**src/rtl/poly_tone_pkg.sv**
```systemverilog
`default_nettype none
// ============================================================================
// Module  : poly_tone_pkg
// Brief   : Shared FSM state type, rest constant and entry field helpers for
//           poly_tone_sequencer.
// Rev     : 1.0  initial release
// ============================================================================
package poly_tone_pkg;

    typedef enum logic [1:0] {
        ST_IDLE = 2'd0,
        ST_LOAD = 2'd1,
        ST_PLAY = 2'd2
    } state_t;

    localparam int REST = 0;

    // Entry layout is {duration, half_period[N-1], ..., half_period[0]}
    function automatic int hp_lsb(input int voice, input int div_w);
        return voice * div_w;
    endfunction

    function automatic int dur_lsb(input int n_voices, input int div_w);
        return n_voices * div_w;
    endfunction

endpackage
`default_nettype wire

```
**src/rtl/poly_tone_if.sv**
```systemverilog
`default_nettype none
// ============================================================================
// Module  : poly_tone_if
// Brief   : Control, sequence-write and audio/status bundle of the sequencer.
// Rev     : 1.0  initial release
// ============================================================================
interface poly_tone_if #(
    parameter int N_VOICES  = 2,
    parameter int DIV_W     = 16,
    parameter int DUR_W     = 8,
    parameter int SEQ_DEPTH = 32,
    parameter int TICK_W    = 16
);
    logic [TICK_W-1:0]                 ticks_per_milli;
    logic                              start;
    logic                              stop;
    logic                              loop_en;
    logic                              seq_we;
    logic [$clog2(SEQ_DEPTH)-1:0]      seq_waddr;
    logic [DUR_W+N_VOICES*DIV_W-1:0]   seq_wdata;
    logic [N_VOICES-1:0]               voice_out;
    logic                              sound;
    logic [7:0]                        led;
    logic                              busy;

    modport master (
        output ticks_per_milli, start, stop, loop_en, seq_we, seq_waddr, seq_wdata,
        input  voice_out, sound, led, busy
    );

    modport slave (
        input  ticks_per_milli, start, stop, loop_en, seq_we, seq_waddr, seq_wdata,
        output voice_out, sound, led, busy
    );
endinterface
`default_nettype wire

```
**src/rtl/poly_tone_sequencer_voice.sv**
```systemverilog
`default_nettype none
// ============================================================================
// Module  : tone_voice
// Brief   : Square-wave voice: divider counter and toggle flop; half period
//           of REST holds the output low.
// Rev     : 1.0  initial release
// ============================================================================
module tone_voice
    import poly_tone_pkg::*;
#(
    parameter int DIV_W = 16
) (
    input  wire logic             clk,
    input  wire logic             rst_n,
    input  wire logic             i_clear,
    input  wire logic [DIV_W-1:0] i_half_period,
    output logic                  o_wave
);
    logic [DIV_W-1:0] r_cnt;
    logic             r_wave;

    always_ff @(posedge clk or negedge rst_n) begin
        if (!rst_n) begin
            r_cnt  <= '0;
            r_wave <= 1'b0;
        end else if (i_clear || i_half_period == DIV_W'(REST)) begin
            r_cnt  <= '0;
            r_wave <= 1'b0;
        end else if (r_cnt == i_half_period - DIV_W'(1)) begin
            r_cnt  <= '0;
            r_wave <= ~r_wave;
        end else begin
            r_cnt  <= r_cnt + DIV_W'(1);
        end
    end

    assign o_wave = r_wave;
endmodule
`default_nettype wire

```
**src/rtl/poly_tone_sequencer.sv**
```systemverilog
`default_nettype none
// ============================================================================
// Module  : poly_tone_sequencer
// Brief   : Multi-voice square-wave step sequencer with writable step memory.
//           POLY_TONE_SIGMA_DELTA_EN selects a sigma-delta mix instead of XOR.
// Rev     : 1.0  initial release
// ============================================================================
module poly_tone_sequencer
    import poly_tone_pkg::*;
#(
    parameter int N_VOICES  = 2,
    parameter int DIV_W     = 16,
    parameter int DUR_W     = 8,
    parameter int SEQ_DEPTH = 32,
    parameter int TICK_W    = 16
) (
    input  wire logic  clk,
    input  wire logic  rst_n,
    poly_tone_if.slave bus
);
    localparam int             c_ENTRY_W = DUR_W + N_VOICES * DIV_W;
    localparam int             c_AW      = $clog2(SEQ_DEPTH);
    localparam int             c_DUR_LSB = dur_lsb(N_VOICES, DIV_W);
    localparam logic [c_AW-1:0] c_LAST   = c_AW'(SEQ_DEPTH - 1);

    logic [c_ENTRY_W-1:0] r_mem [SEQ_DEPTH];
    state_t               r_state, w_state_nxt;
    logic [c_AW-1:0]      r_step_idx, w_step_nxt;
    logic [TICK_W-1:0]    r_presc, w_tpm;
    logic [DUR_W-1:0]     r_dur, w_rd_dur;
    logic [DIV_W-1:0]     r_hp [N_VOICES];
    logic [c_ENTRY_W-1:0] w_rd;
    logic [N_VOICES-1:0]  w_voice;
    logic                 w_tick, w_step_end, w_clear, r_sound;
    logic [6:0]           w_idx7;

    always_ff @(posedge clk) begin
        if (bus.seq_we) begin
            r_mem[bus.seq_waddr] <= bus.seq_wdata;
        end
    end

    // Read data is consumed at the LOAD edge, so a same-cycle write is not seen
    assign w_rd       = r_mem[r_step_idx];
    assign w_rd_dur   = w_rd[c_DUR_LSB +: DUR_W];
    assign w_tpm      = (bus.ticks_per_milli == '0) ? TICK_W'(1) : bus.ticks_per_milli;
    assign w_tick     = (r_state == ST_PLAY) && (r_presc >= w_tpm - TICK_W'(1));
    assign w_step_end = w_tick && (r_dur == DUR_W'(1));

    always_comb begin
        w_state_nxt = r_state;
        w_step_nxt  = r_step_idx;
        case (r_state)
            ST_IDLE: begin
                if (bus.start) begin
                    w_state_nxt = ST_LOAD;
                    w_step_nxt  = '0;
                end
            end
            ST_LOAD: begin
                if (w_rd_dur == '0) begin
                    // End marker: a loop back to an empty step 0 would spin forever
                    w_state_nxt = (bus.loop_en && r_step_idx != '0) ? ST_LOAD : ST_IDLE;
                    w_step_nxt  = '0;
                end else begin
                    w_state_nxt = ST_PLAY;
                end
            end
            ST_PLAY: begin
                if (w_step_end) begin
                    if (r_step_idx != c_LAST) begin
                        w_state_nxt = ST_LOAD;
                        w_step_nxt  = r_step_idx + c_AW'(1);
                    end else begin
                        w_state_nxt = bus.loop_en ? ST_LOAD : ST_IDLE;
                        w_step_nxt  = '0;
                    end
                end
            end
            default: begin
                w_state_nxt = ST_IDLE;
                w_step_nxt  = '0;
            end
        endcase
        if (bus.stop) begin
            w_state_nxt = ST_IDLE;
            w_step_nxt  = '0;
        end
    end

    always_ff @(posedge clk or negedge rst_n) begin
        if (!rst_n) begin
            r_state    <= ST_IDLE;
            r_step_idx <= '0;
        end else begin
            r_state    <= w_state_nxt;
            r_step_idx <= w_step_nxt;
        end
    end

    // Voices run only while staying in PLAY; leaving PLAY clears them on the same edge
    assign w_clear = (r_state != ST_PLAY) || (w_state_nxt != ST_PLAY);

    always_ff @(posedge clk or negedge rst_n) begin
        if (!rst_n) begin
            r_presc <= '0;
            r_dur   <= '0;
            for (int i = 0; i < N_VOICES; i++) begin
                r_hp[i] <= '0;
            end
        end else begin
            if (w_clear || w_tick) begin
                r_presc <= '0;
            end else begin
                r_presc <= r_presc + TICK_W'(1);
            end
            if (r_state == ST_LOAD) begin
                r_dur <= w_rd_dur;
                for (int i = 0; i < N_VOICES; i++) begin
                    r_hp[i] <= w_rd[hp_lsb(i, DIV_W) +: DIV_W];
                end
            end else if (w_tick) begin
                r_dur <= r_dur - DUR_W'(1);
            end
        end
    end

    for (genvar g = 0; g < N_VOICES; g++) begin : g_voice
        tone_voice #(.DIV_W(DIV_W)) u_voice (
            .clk           (clk),
            .rst_n         (rst_n),
            .i_clear       (w_clear),
            .i_half_period (r_hp[g]),
            .o_wave        (w_voice[g])
        );
    end

`ifdef POLY_TONE_SIGMA_DELTA_EN
    localparam int c_ACC_W = $clog2(N_VOICES) + 1;
    logic [c_ACC_W-1:0] r_acc, w_pop, w_sum;

    always_comb begin
        w_pop = '0;
        for (int i = 0; i < N_VOICES; i++) begin
            w_pop = w_pop + c_ACC_W'(w_voice[i]);
        end
        w_sum = r_acc + w_pop;
    end

    always_ff @(posedge clk or negedge rst_n) begin
        if (!rst_n) begin
            r_acc   <= '0;
            r_sound <= 1'b0;
        end else if (w_state_nxt == ST_IDLE) begin
            r_acc   <= '0;
            r_sound <= 1'b0;
        end else if (w_sum >= c_ACC_W'(N_VOICES)) begin
            r_acc   <= w_sum - c_ACC_W'(N_VOICES);
            r_sound <= 1'b1;
        end else begin
            r_acc   <= w_sum;
            r_sound <= 1'b0;
        end
    end
`else
    always_ff @(posedge clk or negedge rst_n) begin
        if (!rst_n) begin
            r_sound <= 1'b0;
        end else begin
            r_sound <= (w_state_nxt == ST_PLAY) ? ^w_voice : 1'b0;
        end
    end
`endif

    assign w_idx7        = 7'(r_step_idx);
    assign bus.voice_out = w_voice;
    assign bus.sound     = r_sound;
    assign bus.led       = {r_sound, w_idx7};
    assign bus.busy      = (r_state != ST_IDLE);
endmodule
`default_nettype wire
```
**src/flat_wrapper.sv**
```systemverilog
// flat-port wrapper written by rule: the top's interface ports become plain ports
module poly_tone_sequencer_flat import poly_tone_pkg::*;
#(
    parameter int N_VOICES  = 2,
    parameter int DIV_W     = 16,
    parameter int DUR_W     = 8,
    parameter int SEQ_DEPTH = 32,
    parameter int TICK_W    = 16
)
  (clk, rst_n, bus_ticks_per_milli, bus_start, bus_stop, bus_loop_en, bus_seq_we, bus_seq_waddr, bus_seq_wdata, bus_voice_out, bus_sound, bus_led, bus_busy);
  poly_tone_if #(.N_VOICES(N_VOICES), .DIV_W(DIV_W), .DUR_W(DUR_W), .SEQ_DEPTH(SEQ_DEPTH), .TICK_W(TICK_W)) bus_i ();
  input  wire logic clk;
  input  wire logic rst_n;
  input wire logic [$bits(bus_i.ticks_per_milli)-1:0] bus_ticks_per_milli;
  input wire logic [$bits(bus_i.start)-1:0] bus_start;
  input wire logic [$bits(bus_i.stop)-1:0] bus_stop;
  input wire logic [$bits(bus_i.loop_en)-1:0] bus_loop_en;
  input wire logic [$bits(bus_i.seq_we)-1:0] bus_seq_we;
  input wire logic [$bits(bus_i.seq_waddr)-1:0] bus_seq_waddr;
  input wire logic [$bits(bus_i.seq_wdata)-1:0] bus_seq_wdata;
  output wire logic [$bits(bus_i.voice_out)-1:0] bus_voice_out;
  output wire logic [$bits(bus_i.sound)-1:0] bus_sound;
  output wire logic [$bits(bus_i.led)-1:0] bus_led;
  output wire logic [$bits(bus_i.busy)-1:0] bus_busy;
  assign bus_i.ticks_per_milli = bus_ticks_per_milli;
  assign bus_i.start = bus_start;
  assign bus_i.stop = bus_stop;
  assign bus_i.loop_en = bus_loop_en;
  assign bus_i.seq_we = bus_seq_we;
  assign bus_i.seq_waddr = bus_seq_waddr;
  assign bus_i.seq_wdata = bus_seq_wdata;
  assign bus_voice_out = bus_i.voice_out;
  assign bus_sound = bus_i.sound;
  assign bus_led = bus_i.led;
  assign bus_busy = bus_i.busy;
  poly_tone_sequencer #(.N_VOICES(N_VOICES), .DIV_W(DIV_W), .DUR_W(DUR_W), .SEQ_DEPTH(SEQ_DEPTH), .TICK_W(TICK_W)) u_core (.clk(clk), .rst_n(rst_n), .bus(bus_i));
endmodule
```
**config.mk**
```make
export PLATFORM = sky130hd
export DESIGN_NAME = poly_tone_sequencer_flat
export DESIGN_NICKNAME = d
export VERILOG_FILES = /design/src/rtl/poly_tone_pkg.sv /design/src/rtl/poly_tone_if.sv /design/src/rtl/poly_tone_sequencer_voice.sv /design/src/rtl/poly_tone_sequencer.sv /design/src/flat_wrapper.sv
export SDC_FILE = /design/constraint.sdc
export NUM_CORES = 1
export LEC_CHECK = 0
export CORE_MARGIN = 10
export CORE_UTILIZATION = 23
export CTS_CLUSTER_SIZE = 20
export DETAILED_ROUTE_END_ITERATION = 8
export PLACE_DENSITY = 0.45
export SYNTH_ARGS = -nofsm -noshare
export SYNTH_HDL_FRONTEND = slang
export SYNTH_SLANG_ARGS = --single-unit
```
**constraint.sdc**
```tcl
create_clock -name clk -period 6.4 [get_ports clk]
set_input_delay 1.6 -clock clk [delete_from_list [all_inputs] [get_ports clk]]
set_output_delay 1.6 -clock clk [all_outputs]
set_load 0.01 [all_outputs]
```
==> results of run 1 <==
-- cell usage after synthesis (all sizes together) (6+ instances only) --
cell / count / area, um2
xnor2: 45 / 394
nand4: 10 / 62.6
nor2: 131 / 492
a21o: 9 / 67.6
a221o: 27 / 270
or3: 9 / 61.3
clkbuf: 77 / 289
or2: 9 / 56.3
ha: 29 / 363
nand2b: 8 / 50.1
nor3: 13 / 65.1
o22ai: 67 / 419
dfrtp: 98 / 2450
nor4: 12 / 75.1
o32ai: 22 / 193
or4: 7 / 60.1
mux2: 8 / 90.1
edfxtp: 1280 / 38400
a22oi: 6 / 45.0
and3: 15 / 93.8
o221ai: 67 / 587
nand3: 43 / 215
nor2b: 58 / 363
mux4: 229 / 5210
inv: 19 / 71.3
mux2i: 244 / 2440
buf: 77 / 379
nand3b: 10 / 78.8
xor2: 51 / 447
o21ai: 40 / 200
a21oi: 28 / 140
a211oi: 8 / 60.1
nand2: 88 / 330
-- layer usage --
metal / track usage, % / vias up
met5: 0 / -
met4: 2.92 / 34
met3: 2.50 / 242
met2: 19.1 / 623
met1: 16.2 / 15100
li1: - / 12200
-- worst min-delay path: cells and delay by family, from the launching register on --
kind | cells | cell delay [ns]
compound gates | 1 | 0.06
flops | 1 | 0.37
simple gates | 1 | 0.05
-- state kept, by name, indices dropped and copies added (netlist names) --
name / count
u_core.g_voice.u_voice.o_wave: 2
u_core.r_presc: 16
u_core.g_voice.u_voice.r_cnt: 32
u_core.r_mem: 1280
u_core.bus.sound: 1
u_core.r_step_idx: 5
u_core.r_state: 2
u_core.r_dur: 8
u_core.r_hp: 32
-- logic make-up (layout without fill, tap and decap cells) --
family / Yosys count / count (layout) / synth area share (%)
compound gates: 315 / 315 / 4.22
buf+inv: 173 / 454 / 1.34
fa+ha+maj: 29 / 29 / 0.659
xor+xnor: 96 / 96 / 1.53
flops: 1378 / 1378 / 74.2
mux: 481 / 481 / 14.1
simple gates: 434 / 434 / 3.96
other cells: 1 / 8 / 0.00681
-- per-stage QoR --
stage / power, uW / cell area, um2 / setup slack (ns) / util [%]
final: 19800 / 65100 / 0.818 / 27.4
after global routing: 20500 / 65100 / 0.453 / 27.3
after CTS: 20000 / 65100 / 0.868 / 27.3
after detailed placement: 11700 / 60500 / 0.0362 / 25.4
after global placement: 11600 / 60500 / 0.0261 / 25.4
after floorplan: 11100 / 55100 / 0.617 / -
-- worst paths after layout --
path                                        startpoint                                to  slack (ns)  cells after the start
worst max-delay path            bus_ticks_per_milli[6]                   u_core.r_dur[6]        0.82                     19
worst min-delay path                    u_core.r_hp[9]                    u_core.r_hp[9]        0.53                      2
worst max register to register    u_core.r_step_idx[1]              u_core.r_step_idx[2]        2.08                      9
worst min register to register          u_core.r_hp[9]                    u_core.r_hp[9]        0.53                      2
max in group asynchronous                        rst_n  u_core.g_voice[1].u_voice.o_wave        4.27                      2
min in group asynchronous                        rst_n                u_core.r_presc[13]        0.89                      1
-- where the power goes --
group	leakage, uW	internal (uW)	switching (uW)
clock network	0.00228	4730	3580
registers	0.0128	10000	165
logic	0.00451	524	719
-- cell type report --
type                    instances  area share [%]
multi-input cells            1357            21.1
flip-flops and latches       1378            62.8
well taps                    3167            6.08
diodes                          6          0.0231
clock inverters                87            1.08
inverters                      19           0.110
repair buffers                164            2.72
clock buffers                 184            6.07
==> impl_results.rst, run 1 <==
.. list-table::
   :header-rows: 1

   * - Metric
     - Value
   * - Worst VDD drop
     - 0.274 mV
   * - Total area of sequential cells
     - 40,900 um2
   * - Type of the worst setup path
     - in -> reg
   * - Placer congestion estimate
     - 0.717
   * - Most used DFF post-synth
     - edfxtp_1
   * - Multi-input gate area
     - about 14,000 um2
   * - Via count of the first global-routing pass
     - 29,500
   * - Critical Path Sink Type
     - flop
   * - Detailed Route Iter0 Violations
     - 2,389
   * - Highest attainable clock frequency
     - 179 MHz
   * - DP HPWL
     - slightly below 90,000 um
   * - Top-level I/O count
     - 79
   * - Initial antenna violation count
     - 29
   * - DRC Markers
     - 0
   * - Topmost layer with routed signal wires
     - met5
   * - H-tree depth
     - 4
   * - Leakage component of the power
     - ~0.02 uW
   * - CP max-delay cell
     - or4_1
   * - Crit-path cells
     - clkdlybuf4s50_1 -> or4_1 -> nor4_1 -> nand2b_1 -> nor3_1 -> a21oi_1 -> ha_1 -> nand3_1 -> nor2_1 -> xnor2_1 -> ha_1 -> nand4_1 -> nor2_1 -> o2111ai_1 -> o21ai_1 -> buf_4 -> nand3_1 -> o311a_1 -> a221o_1
   * - Sum of buffers and inverters on the critical path
     - 2
   * - Largest stage delay on the critical path
     - 0.56 ns
   * - Area of the die
     - 259,000 um2
   * - Post-synthesis average cell area
     - 18.9 um2
   * - Commonest non-fill, non-tap cell in the layout
     - edfxtp_1
   * - Synthesis-to-finish area growth
     - 18.2%
   * - Min cycle time layout
     - 5.58 ns
   * - Effective utilization at floorplan
     - 23.1%
   * - Maxcap violations
     - 0
   * - Filler cell count in the final layout
     - 23,600
   * - RSZ-0062 raised after global routing
     - false
   * - Number of cell rows
     - between 150 and 200
   * - Die width
     - 509 um
   * - Clock root buffer
     - clkbuf_16
   * - Clock tree skew after final layout
     - roughly 0.027 ns
   * - Proportion of synthesized chip area in sequential cells
     - 74.2%
   * - Number of synthesis warnings
     - 0
   * - Kind of launch point of the worst setup path
     - primary input
   * - Overall via count from detail_route
     - 28,200
   * - CTS max path bufs
     - 3
   * - GRT Resource Usage Total
     - 11.8%
   * - TritonCTS Buffers
     - about 150
   * - Ratio of cells with drive above 1 in the final layout
     - 18.3%
   * - Vert. Die Dim
     - 509 um
   * - Setup-violating endpoint count in the final report
     - 0
   * - Resized cells post-CTS
     - 0
   * - Clock latency on the worst-skew pair
     - just under 0.8 ns
   * - Final Hold Fails
     - 0
   * - Final-stage net count
     - about 3,200
   * - Total negative slack for setup checks
     - 0 ns
   * - Sink Count
     - approximately 1,400
   * - Synth Cell Area
     - 55,100 um2
   * - HP Class
     - reg -> reg
   * - Data arrival time of the worst path
     - around 6.2 ns
   * - Slew HR
     - between 15 and 20%
   * - Flip-flop and latch count after synthesis
     - ~1,400
   * - Hold WS
     - 0.528 ns
   * - Most frequent cells in the layout
     - 1,280 x edfxtp_1, 244 x mux2i_1, 215 x mux4_2
   * - Clock input transition at the sequential cells of the worst setup and hold paths
     - 0.06 ns
   * - DRT antenna net count
     - 0
   * - Result of the run
     - finished, final reports clean
   * - Placed Cells incl. Taps
     - 6,085
   * - Met2 wire length
     - 73,200 um
   * - Gr ovfl total
     - 0
   * - Largest net degree at the start of global routing
     - 96
   * - M1 wire length
     - 71,700 um
   * - Count of distinct cell types in the synthesized netlist
     - 70
   * - Share of async-settable or async-resettable flops after synthesis
     - 7.11%
   * - Post-CTS Repair Setup Buffers
     - 0
   * - Number of synthesized flops with an enable pin
     - between 1,000 and 1,500
   * - Final-report max-slew violation count
     - 0
   * - Buffers added on ports
     - 76
   * - Worst path required time
     - around 7.1 ns
   * - Detailed-router iteration count before antenna repair
     - 5
   * - Met3 WL post-DR
     - between 7000 and 8000 um
   * - Measured slew at the worst slew-check pin
     - 1.24 ns
   * - First-pass GRT wire length
     - 223,000 um
   * - Final WL
     - 156,000 um
   * - PD cells
     - slightly above 300 nW/um2
   * - Cell count after synthesis
     - 2,907
   * - Family with the most delay on the worst path
     - simple AND/OR/NAND/NOR gates
   * - CTS Hold Buffers Added
     - 0
   * - Fin crit share
     - 87.2%
   * - DR WL/cell
     - 24.6 um
   * - Non-filler instance count after layout
     - 6,362
   * - Avg Vias per Cell
     - 4.44
   * - CP Max Fanout
     - 9
   * - Core Area
     - 238,000 um2
   * - CTS tree
     - done
No activity file was read; power rests on OpenSTA's default activity.
==> run 2, diff against run 1 <==
Settings changed: DONT_BUFFER_PORTS from default to 1, PLACE_DENSITY 0.45 to 0.44.
==> impl_results.rst, run 2 (synthesis gave the netlist of run 1 again) <==
.. list-table::
   :header-rows: 1

   * - Metric
     - Value
   * - Avg Vias per Cell
     - 4.43 (about the same)
   * - Overall via count from detail_route
     - 27,800 (-1.4%)
   * - Sum of buffers and inverters on the critical path
     - 1 (-1)
   * - Final-stage net count
     - 3,082 (-2.6%)
   * - Largest register FFs
     - 1,280 (unchanged)
   * - Number of gates on the worst path with buffers counted
     - 18 (-1)
   * - Clock root buffer
     - clkbuf_16
   * - Total negative slack for setup checks
     - 0 ns (unchanged)
   * - Die width
     - 509 um (unchanged)
   * - Setup-violating endpoint count in the final report
     - 0 (unchanged)
   * - Top-level I/O count
     - 79 (unchanged)
   * - Clock tree skew after final layout
     - 0.0327 ns (+0.00522 ns)
   * - Highest attainable clock frequency
     - 190 MHz (+5.9%)
   * - Detailed Route Iter0 Violations
     - 2,679 (+12%)
   * - Top reg by flops
     - u_core.r_mem
   * - PD cells
     - 304 nW/um2 (+0.32%)
   * - DRC Markers
     - 0 (unchanged)
   * - RSZ-0062 raised after global routing
     - false
   * - Measured slew at the worst slew-check pin
     - 1.17 ns (-0.0716 ns)
   * - Largest stage delay on the critical path
     - 0.59 ns (+0.03 ns)
   * - Initial antenna violation count
     - 6 (-79%)
   * - Resized cells post-CTS
     - 0 (unchanged)
   * - CTS max path bufs
     - 3 (unchanged)
   * - CP Max Fanout
     - 10 (+1)
   * - Family with the most delay on the worst path
     - simple AND/OR/NAND/NOR gates
   * - Synthesis-to-finish area growth
     - 16.4%
   * - First-pass GRT wire length
     - 218,000 um (-2.4%)
   * - Multi-input gate area
     - 13,700 um2 (unchanged)
   * - Area of the die
     - 259,000 um2 (unchanged)
   * - Kind of launch point of the worst setup path
     - primary input
   * - DRT antenna net count
     - 0 (unchanged)
   * - Vert. Die Dim
     - 509 um (unchanged)
   * - Post-CTS Repair Setup Buffers
     - 0 (unchanged)
   * - Critical Path Sink Type
     - flop
   * - Leakage component of the power
     - 0.0192 uW (-2.0%)
   * - Number of cell rows
     - 179 (unchanged)
   * - Commonest non-fill, non-tap cell in the layout
     - edfxtp_1
   * - Slew HR
     - 20.7% (+4.0 points)
   * - Result of the run
     - finished, final reports clean
   * - Crit-path cells
     - or4_1 -> nor4_1 -> nand2b_1 -> nor3_1 -> a21oi_1 -> ha_1 -> nand3_1 -> nor2_1 -> xnor2_1 -> ha_1 -> nand4_1 -> nor2_1 -> o2111ai_1 -> o21ai_1 -> a21oi_1 -> buf_4 -> or3_4 -> a211o_1
   * - Most frequent cells in the layout
     - 1,280 x edfxtp_1, 244 x mux2i_1, 215 x mux4_2
   * - Detailed-router iteration count before antenna repair
     - 7 (+2)
   * - Fin crit share
     - 82.3% (-4.9 points)
   * - Clock latency on the worst-skew pair
     - 0.79 ns (about the same)
   * - DP HPWL
     - 85,400 um (-1.9%)
   * - CP max-delay cell
     - or4_1
   * - Effective utilization at floorplan
     - 23.1% (unchanged)
   * - Via count of the first global-routing pass
     - 28,900 (-2.0%)
   * - Clock input transition at the sequential cells of the worst setup and hold paths
     - 0.06 ns (about the same)
   * - Core Area
     - 238,000 um2 (unchanged)
   * - CTS tree
     - done
   * - Min cycle time layout
     - 5.27 ns (-0.312 ns)
   * - Largest net degree at the start of global routing
     - 99 (+3.1%)
   * - Data arrival time of the worst path
     - 5.93 ns (-0.31 ns)
   * - TritonCTS Buffers
     - 150 (+0.67%)
   * - Sink Count
     - 1,378 (unchanged)
   * - Final-report max-slew violation count
     - 0 (unchanged)
   * - GRT Resource Usage Total
     - 11.6% (-0.25 points)
   * - Maxcap violations
     - 0 (unchanged)
   * - Final WL
     - 152,000 um (-2.7%)
   * - Register-to-Register Path Depth
     - 9 (unchanged)
   * - Placer congestion estimate
     - 0.729 (+1.7%)
   * - Buffers added on ports
     - 0 (-100%)
   * - HP Class
     - in -> async
   * - Total area of sequential cells
     - 40,900 um2 (unchanged)
   * - Final Hold Fails
     - 0 (unchanged)
   * - Filler cell count in the final layout
     - 23,700 (+0.70%)
   * - DR WL/cell
     - 24.2 um (-1.4%)
   * - Top Registers
     - u_core.r_mem: 1280 flops, u_core.g_voice.u_voice.r_cnt: 32 flops, u_core.r_hp: 32 flops
   * - Worst path required time
     - 7.06 ns (about the same)
   * - Worst VDD drop
     - 0.227 mV (-17%)
   * - Gr ovfl total
     - 0 (unchanged)
   * - Ratio of cells with drive above 1 in the final layout
     - 18.1% (-0.16 points)
   * - CTS Hold Buffers Added
     - 0 (unchanged)
   * - H-tree depth
     - 4 (unchanged)
   * - Type of the worst setup path
     - in -> reg
   * - Finished Core Util
     - 26.9% (-0.42 points)
-- run 2: worst paths after layout --
| check | startpoint | endpoint | slack, ns |
|---|---|---|---|
| worst max register to register | u_core.r_step_idx[0] | u_core.r_step_idx[2] | 2.20 |
| worst min-delay path | rst_n | u_core.r_presc[13] | 0.51 |
| min in group clk | u_core.r_hp[9] | u_core.r_hp[9] | 0.55 |
| worst max-delay path | bus_ticks_per_milli[6] | u_core.r_step_idx[2] | 1.13 |
| max in group asynchronous | rst_n | u_core.r_hp[14] | 5.60 |
| worst min register to register | u_core.r_hp[9] | u_core.r_hp[9] | 0.55 |
-- run 2: layout make-up --
| cell class | instances | share of cell area [%] |
|---|---|---|
| multi-input cells | 1357 | 21.4 |
| clock buffers | 209 | 6.39 |
| clock inverters | 64 | 0.823 |
| repair buffers | 80 | 1.27 |
| diodes | 1 | 0.00390 |
| flip-flops and latches | 1378 | 63.8 |
| well taps | 3167 | 6.18 |
| inverters | 19 | 0.111 |
-- run 2: report_power, final --
group          switching [uW]  internal [uW]
logic                     551            479
registers                 186          10000
clock network            3540           4720
total                    4280          15200
-- run 2: metal layers --
layer / global-route usage (%) / vias to the layer above / routed length (um) / part of all wire, %
met1: 15.7 / 14900 / 68500 / 45
met2: 18.4 / 683 / 70500 / 46
met5: 0 / - / 0 / 0
li1: - / 12100 / - / -
met4: 2.49 / 0 / 2440 / 1.6
met3: 3.36 / 177 / 10600 / 7.0
-- run 2: worst register-to-register path: stages (launching register included) --
cell and delay, ns:
dfrtp_4 1.00, buf_12 0.51, mux4_2 0.63, mux2i_1 0.22
a22o_1 0.18, a211oi_1 0.09, or4_4 0.55, o21a_1 0.21
or3_4 0.41, a211o_1 0.30
-- run 2: through the flow --
step	total power (uW)	hold slack [ns]	worst slack (ns)	cell area [um2]	std cells
after global placement	11400	0.533	0.332	59500	6001
final	19500	0.514	1.13	64100	6275
after CTS	19700	0.450	1.19	64100	6274
after global routing	20200	0.457	0.782	64100	6275
after detailed placement	11500	0.536	0.342	59500	6001
after floorplan	11100	0.476	0.617	55100	2908
